--- src/rtl/sha1_pkg.sv ---
// rtl/sha1_pkg.sv - SHA-1 constants, FSM state type and round helper functions
package sha1_pkg;

   localparam int ROUNDS = 80;

   localparam logic [31:0] K_00_19 = 32'h5A827999;
   localparam logic [31:0] K_20_39 = 32'h6ED9EBA1;
   localparam logic [31:0] K_40_59 = 32'h8F1BBCDC;
   localparam logic [31:0] K_60_79 = 32'hCA62C1D6;

   // Standard initial chaining value, H0 in the top word.
   localparam logic [159:0] SHA1_IV = {32'h67452301, 32'hEFCDAB89, 32'h98BADCFE,
                                       32'h10325476, 32'hC3D2E1F0};

   typedef enum logic [1:0] {IDLE, RUN, OUT} state_e;

   function automatic logic [31:0] f_ch(input logic [31:0] b, input logic [31:0] c,
                                        input logic [31:0] d);
      return (b & c) | (~b & d);
   endfunction

   function automatic logic [31:0] f_parity(input logic [31:0] b, input logic [31:0] c,
                                            input logic [31:0] d);
      return b ^ c ^ d;
   endfunction

   function automatic logic [31:0] f_maj(input logic [31:0] b, input logic [31:0] c,
                                         input logic [31:0] d);
      return (b & c) | (b & d) | (c & d);
   endfunction

   function automatic logic [31:0] rotl(input logic [31:0] x, input int unsigned n);
      return (x << n) | (x >> (32 - n));
   endfunction

endpackage

--- src/rtl/sha1_step.sv ---
// rtl/sha1_step.sv - one combinational SHA-1 round
module sha1_step
   import sha1_pkg::*;
(
   input  logic [31:0] a_i,
   input  logic [31:0] b_i,
   input  logic [31:0] c_i,
   input  logic [31:0] d_i,
   input  logic [31:0] e_i,
   input  logic [31:0] w_i,
   input  logic [6:0]  j_i,
   output logic [31:0] a_o,
   output logic [31:0] b_o,
   output logic [31:0] c_o,
   output logic [31:0] d_o,
   output logic [31:0] e_o
);

   logic [31:0] f;
   logic [31:0] k;

   // Round function and constant follow this round's own index.
   always_comb begin
      f = f_ch(b_i, c_i, d_i);
      k = K_00_19;
      if (j_i >= 7'd60) begin
         f = f_parity(b_i, c_i, d_i);
         k = K_60_79;
      end else if (j_i >= 7'd40) begin
         f = f_maj(b_i, c_i, d_i);
         k = K_40_59;
      end else if (j_i >= 7'd20) begin
         f = f_parity(b_i, c_i, d_i);
         k = K_20_39;
      end
   end

   assign a_o = rotl(a_i, 5) + f + e_i + w_i + k;
   assign b_o = a_i;
   assign c_o = rotl(b_i, 30);
   assign d_o = c_i;
   assign e_o = d_i;

endmodule

--- src/rtl/sha1_compress.sv ---
// rtl/sha1_compress.sv - iterative SHA-1 compression, ROUNDS_PER_CYCLE rounds per clock
module sha1_compress
   import sha1_pkg::*;
#(
   parameter int ROUNDS_PER_CYCLE = 1
) (
   input  logic         clk,
   input  logic         rst_n,
   input  logic         in_valid,
   output logic         in_ready,
   input  logic         in_init,
   input  logic [159:0] in_h,
   input  logic [511:0] in_block,
   output logic         out_valid,
   input  logic         out_ready,
   output logic [159:0] out_h
);

   localparam int R = ROUNDS_PER_CYCLE;

   if (!(R == 1 || R == 2 || R == 4 || R == 5 || R == 8 || R == 10 || R == 16)) begin : g_bad_r
      $error("sha1_compress: ROUNDS_PER_CYCLE must be 1, 2, 4, 5, 8, 10 or 16");
   end

   state_e               state_q, state_d;
   logic [159:0]         abcde_q, abcde_d;
   logic [159:0]         h_q, h_d;
   logic [15:0][31:0]    w_q, w_d;
   logic [6:0]           t_q, t_d;
   logic [159:0]         out_h_q, out_h_d;

   logic [159:0]         abcde_nx;
   logic [31:0]          w_shift [16];
   logic                 last_cycle;

   // Window invariant: w_q[i] holds W[t+i], so round t+k always reads w_q[k].
   for (genvar k = 0; k < R; k++) begin : g_round
      logic [159:0] st_in;
      logic [159:0] st_out;
      if (k == 0) begin : g_first
         assign st_in = abcde_q;
      end else begin : g_chain
         assign st_in = g_round[k-1].st_out;
      end
      sha1_step u_step (
         .a_i (st_in[159:128]), .b_i (st_in[127:96]), .c_i (st_in[95:64]),
         .d_i (st_in[63:32]),   .e_i (st_in[31:0]),   .w_i (w_q[k]),
         .j_i (t_q + 7'(k)),
         .a_o (st_out[159:128]), .b_o (st_out[127:96]), .c_o (st_out[95:64]),
         .d_o (st_out[63:32]),   .e_o (st_out[31:0])
      );
   end
   assign abcde_nx = g_round[R-1].st_out;

   // New schedule words W[t+16+i]; later ones may depend on earlier new ones.
   for (genvar i = 0; i < R; i++) begin : g_sched
      logic [31:0] x3, x8, x14;
      logic [31:0] w_new;
      if (i < 3)  begin : g_x3o  assign x3  = w_q[i+13]; end
      else        begin : g_x3n  assign x3  = g_sched[i-3].w_new; end
      if (i < 8)  begin : g_x8o  assign x8  = w_q[i+8]; end
      else        begin : g_x8n  assign x8  = g_sched[i-8].w_new; end
      if (i < 14) begin : g_x14o assign x14 = w_q[i+2]; end
      else        begin : g_x14n assign x14 = g_sched[i-14].w_new; end
      assign w_new = rotl(x3 ^ x8 ^ x14 ^ w_q[i], 1);
   end

   for (genvar i = 0; i < 16; i++) begin : g_win
      if (i + R < 16) begin : g_keep
         assign w_shift[i] = w_q[i+R];
      end else begin : g_fill
         assign w_shift[i] = g_sched[i+R-16].w_new;
      end
   end

   assign last_cycle = (t_q == 7'(ROUNDS - R));

   // State register.
   always_ff @(posedge clk or negedge rst_n) begin
      if (!rst_n) state_q <= IDLE;
      else        state_q <= state_d;
   end

   // Next state and registered-state output decodes.
   always_comb begin
      state_d   = state_q;
      in_ready  = 1'b0;
      out_valid = 1'b0;
      case (state_q)
         IDLE: begin
            in_ready = 1'b1;
            if (in_valid) state_d = RUN;
         end
         RUN: if (last_cycle) state_d = OUT;
         OUT: begin
            out_valid = 1'b1;
            if (out_ready) state_d = IDLE;
         end
         default: state_d = IDLE;
      endcase
   end

   // Datapath next-state: load on accept, advance R rounds in RUN, fold digest at the end.
   always_comb begin
      abcde_d = abcde_q;
      h_d     = h_q;
      w_d     = w_q;
      t_d     = t_q;
      out_h_d = out_h_q;
      case (state_q)
         IDLE: if (in_valid) begin
            abcde_d = in_init ? SHA1_IV : in_h;
            h_d     = in_init ? SHA1_IV : in_h;
            for (int i = 0; i < 16; i++) w_d[i] = in_block[511-32*i -: 32];
            t_d     = '0;
         end
         RUN: begin
            abcde_d = abcde_nx;
            for (int i = 0; i < 16; i++) w_d[i] = w_shift[i];
            t_d     = t_q + 7'(R);
            if (last_cycle) begin
               for (int i = 0; i < 5; i++) out_h_d[32*i +: 32] = h_q[32*i +: 32] + abcde_nx[32*i +: 32];
            end
         end
         default: ;
      endcase
   end

   // Datapath registers; reset discards any block in flight.
   always_ff @(posedge clk or negedge rst_n) begin
      if (!rst_n) begin
         abcde_q <= '0;
         h_q     <= '0;
         w_q     <= '0;
         t_q     <= '0;
         out_h_q <= '0;
      end else begin
         abcde_q <= abcde_d;
         h_q     <= h_d;
         w_q     <= w_d;
         t_q     <= t_d;
         out_h_q <= out_h_d;
      end
   end

   assign out_h = out_h_q;

endmodule

--- config.mk ---
export PLATFORM = sky130hd
export DESIGN_NAME = sha1_compress
export DESIGN_NICKNAME = d
export VERILOG_FILES = /design/src/rtl/sha1_pkg.sv /design/src/rtl/sha1_step.sv /design/src/rtl/sha1_compress.sv
export SDC_FILE = /design/constraint.sdc
export NUM_CORES = 2
export LEC_CHECK = 0
export CORE_MARGIN = 3
export CORE_UTILIZATION = 40
export CTS_CLUSTER_SIZE = 25
export DETAILED_ROUTE_END_ITERATION = 8
export PLACE_DENSITY = 0.62
export SYNTH_ARGS = -nofsm -noshare
export SYNTH_HDL_FRONTEND = slang
export SYNTH_SLANG_ARGS = --single-unit
--- constraint.sdc ---
create_clock -name clk -period 9.55 [get_ports clk]
set_input_delay 1.91 -clock clk [delete_from_list [all_inputs] [get_ports clk]]
set_output_delay 1.91 -clock clk [all_outputs]
set_load 0.01 [all_outputs]
==> out/metrics.cfg <==
[finish]
drive_gt1_frac=0.0402
fin_area_um2=68400
fillers=12660
layout_commonest_cell=nand2_1
final_util=0.508
final_nets=7717
area_growth_pct=25.2
final_cell_mix=nand2_1, dfrtp_1, clkdlybuf4s50_1

[global_route]
gr-usage-met3=0.0438
grt_max_degree=254
grt_pass1_vias=47986
grt_usage=0.316
grt_overflow=0
met1_usage=0.386
grt_busiest_layer=met2
use_met2=0.535
antenna_found_initial=27
grt_pass1_wl_um=328000

[sta]
post-route-period-util=0.807
post-route-min-period_ns=7.71
finClkSkew_ns=0.0496
setup_viol=0
drv_slew=0
max_slew.worst_pin.slew_ns=1.24
hold_viol=0
setup_ws_ns=1.84
fin_tns_setup_ns=0
rsz0062_at_grt=false
slew_headroom=0.172
max_clock_freq_mhz=130

[setup_path]
crit_fanout=25
critPathKind=flop to flop
arrival_ns=8.29
critPathRequiredTime_ns=10.13
critPathMaxStageDelay_ns=0.54
cpMostUsedCell=a21oi_1
slowest_stage=nand2_1
start_kind=flop
cp-end-kind=flop

[placement]
place_ws_ns=2.02
io_buffers=838
post-dp-hpwl_um=174000
place_congestion=0.948
post_dp_cell_area_um2=64300

[clock_network]
numCtsBuffers=114
clk_latency_ns=0.76
cts.clk_slew.worst_paths_ns=0.06
post-cts-setup-buffer-count=0
cts_resized=0
root_buffer=clkbuf_16
cts-htree-levels=3
cts_sinks=1001
clk_path_buf_depth=3
ctsHoldBuffers=0
cts_tree=done

[yosys]
synth_area_per_cell_um2=8.95
synth_xor_area_frac=0.0412
synth_cell_types=81
synthAdderAreaFrac=0.0905
synth_top_family_by_area=compound AO/OA/AOI/OAI gates
yosysSeqAreaShare=0.459
synth_area_um2=54600
synth.area.mux_share=0.00665
ys_ff_latch=1001
synthArstFlopShare=1.00
syn_inst=6100
yosys.area_share.simple=0.167
synth_compound_area_frac=0.196
syn_nets=7098
synth_edf_count=0
yosys_warnings=0
synthFlopType=dfrtp_1

[route]
drt.antenna.violating_nets=0
avgViaCountPerCell=5.72
firstDrtPassIters=6
drc=0
drt_iter0_markers=5210
wl_um=229000
wl_per_cell_um=26.7
vias=49226

[die]
dieArea_um2=141000
core_area_um2=134000
initial_core_util=0.406
die_w_um=375
fp-row-count=134
die_y_um=375
pin_count=839

[status]
status=finished, final reports clean

[job]
maxCapViolations=0

[hold_path]
hp-class=flop to flop

path summary, 6_finish.rpt:
kind | startpoint | to | slack [ns] | cells past startpoint
max in group asynchronous | rst_n | w_q[205] | 6.17 | 3
hold reg to reg | out_h[135] | out_h[135] | 0.47 | 2
setup reg to reg | t_q[4] | out_h[155] | 1.84 | 30
setup / recovery | t_q[4] | out_h[155] | 1.84 | 30
min in group asynchronous | rst_n | out_h[53] | 1.19 | 1
hold / removal | out_h[135] | out_h[135] | 0.47 | 2
per-stage QoR:
| stage | instances | hold WS, ns |
|---|---|---|
| floorplan | 6100 | 0.451 |
| global placement | 8371 | 0.456 |
| detailed placement | 8371 | 0.459 |
| CTS | 8580 | 0.469 |
| global route | 8596 | 0.481 |
| finish | 8601 | 0.467 |
routing by layer:
metal | share of wire | routed length, µm | vias to the layer above
met3 | 0.061 | 14100 | 440
li1 | - | - | 22437
met4 | 0.064 | 14800 | 2
met5 | 0.000039 | 9 | -
met2 | 0.49 | 112000 | 2081
met1 | 0.38 | 88300 | 24266
Yosys cell counts (7+ instances only):
cell | count | area [µm²]
nor2_1 | 749 | 2810
mux2i_1 | 34 | 340
inv_1 | 197 | 739
a21oi_1 | 181 | 906
nand2_1 | 1337 | 5020
a21o_1 | 94 | 706
and2_1 | 10 | 62.6
o22a_1 | 81 | 709
nor3b_1 | 17 | 128
nor2b_1 | 17 | 106
nand4_1 | 18 | 113
a221oi_1 | 85 | 744
dfrtp_1 | 1001 | 25000
fa_1 | 123 | 2460
o21a_1 | 25 | 188
nand3_1 | 37 | 185
o21bai_1 | 25 | 188
a211o_1 | 8 | 70.1
a21boi_0 | 7 | 52.6
o22ai_1 | 69 | 432
xor2_1 | 86 | 753
o21ai_0 | 285 | 1430
a32oi_1 | 7 | 61.3
a31oi_1 | 515 | 3220
o211ai_1 | 9 | 67.6
o31ai_1 | 21 | 158
or3_1 | 9 | 56.3
clkbuf_1 | 362 | 1360
xnor2_1 | 168 | 1470
buf_1 | 25 | 93.8
a22o_1 | 81 | 709
a221o_1 | 19 | 190
ha_1 | 198 | 2480
nor3_1 | 21 | 105
o221ai_1 | 13 | 114
and3_1 | 19 | 119
nand2b_1 | 30 | 188
a211oi_1 | 27 | 203
logic make-up (layout without fill, tap and decap cells):
family / after synthesis / count (layout)
mux: 36 / 36
other cells: 0 / 21
fa+ha+maj: 321 / 321
simple gates: 2293 / 2293
xor+xnor: 255 / 255
flops: 1001 / 1001
buf+inv: 584 / 1296
compound gates: 1610 / 1610
flip-flops by register name (all words and copies together), names as in the netlist:
name and flops:
w_q 416, abcde_q 160, h_q 160, out_h 160, g_sched.x14 32, g_sched.x3 32
g_sched.x8 32, t_q 7, state_q 2
cell type report:
type / instances / area (µm²) / share of cell area
clock buffers: 163 / 3350 / 0.0490
inverters: 197 / 739 / 0.0108
multi-input cells: 4515 / 27400 / 0.401
diodes: 21 / 52.6 / 0.000769
clock inverters: 46 / 617 / 0.00902
flip-flops and latches: 1001 / 25000 / 0.366
repair buffers: 890 / 8930 / 0.131
well taps: 1768 / 2210 / 0.0324
critical path, delay by kind of cell (launching register included):
kind,cells,cell delay [ns]
AOI/OAI and AO/OA,10,2.19
DFF,1,0.47
adders and majority gates,3,1.24
xor gates and xnor gates,2,0.49
buffers and inverters,4,0.93
and+or+nand+nor,11,2.19
Power is not shown: default switching activity piles up to over one toggle a cycle in this logic, so the estimate is an artifact.
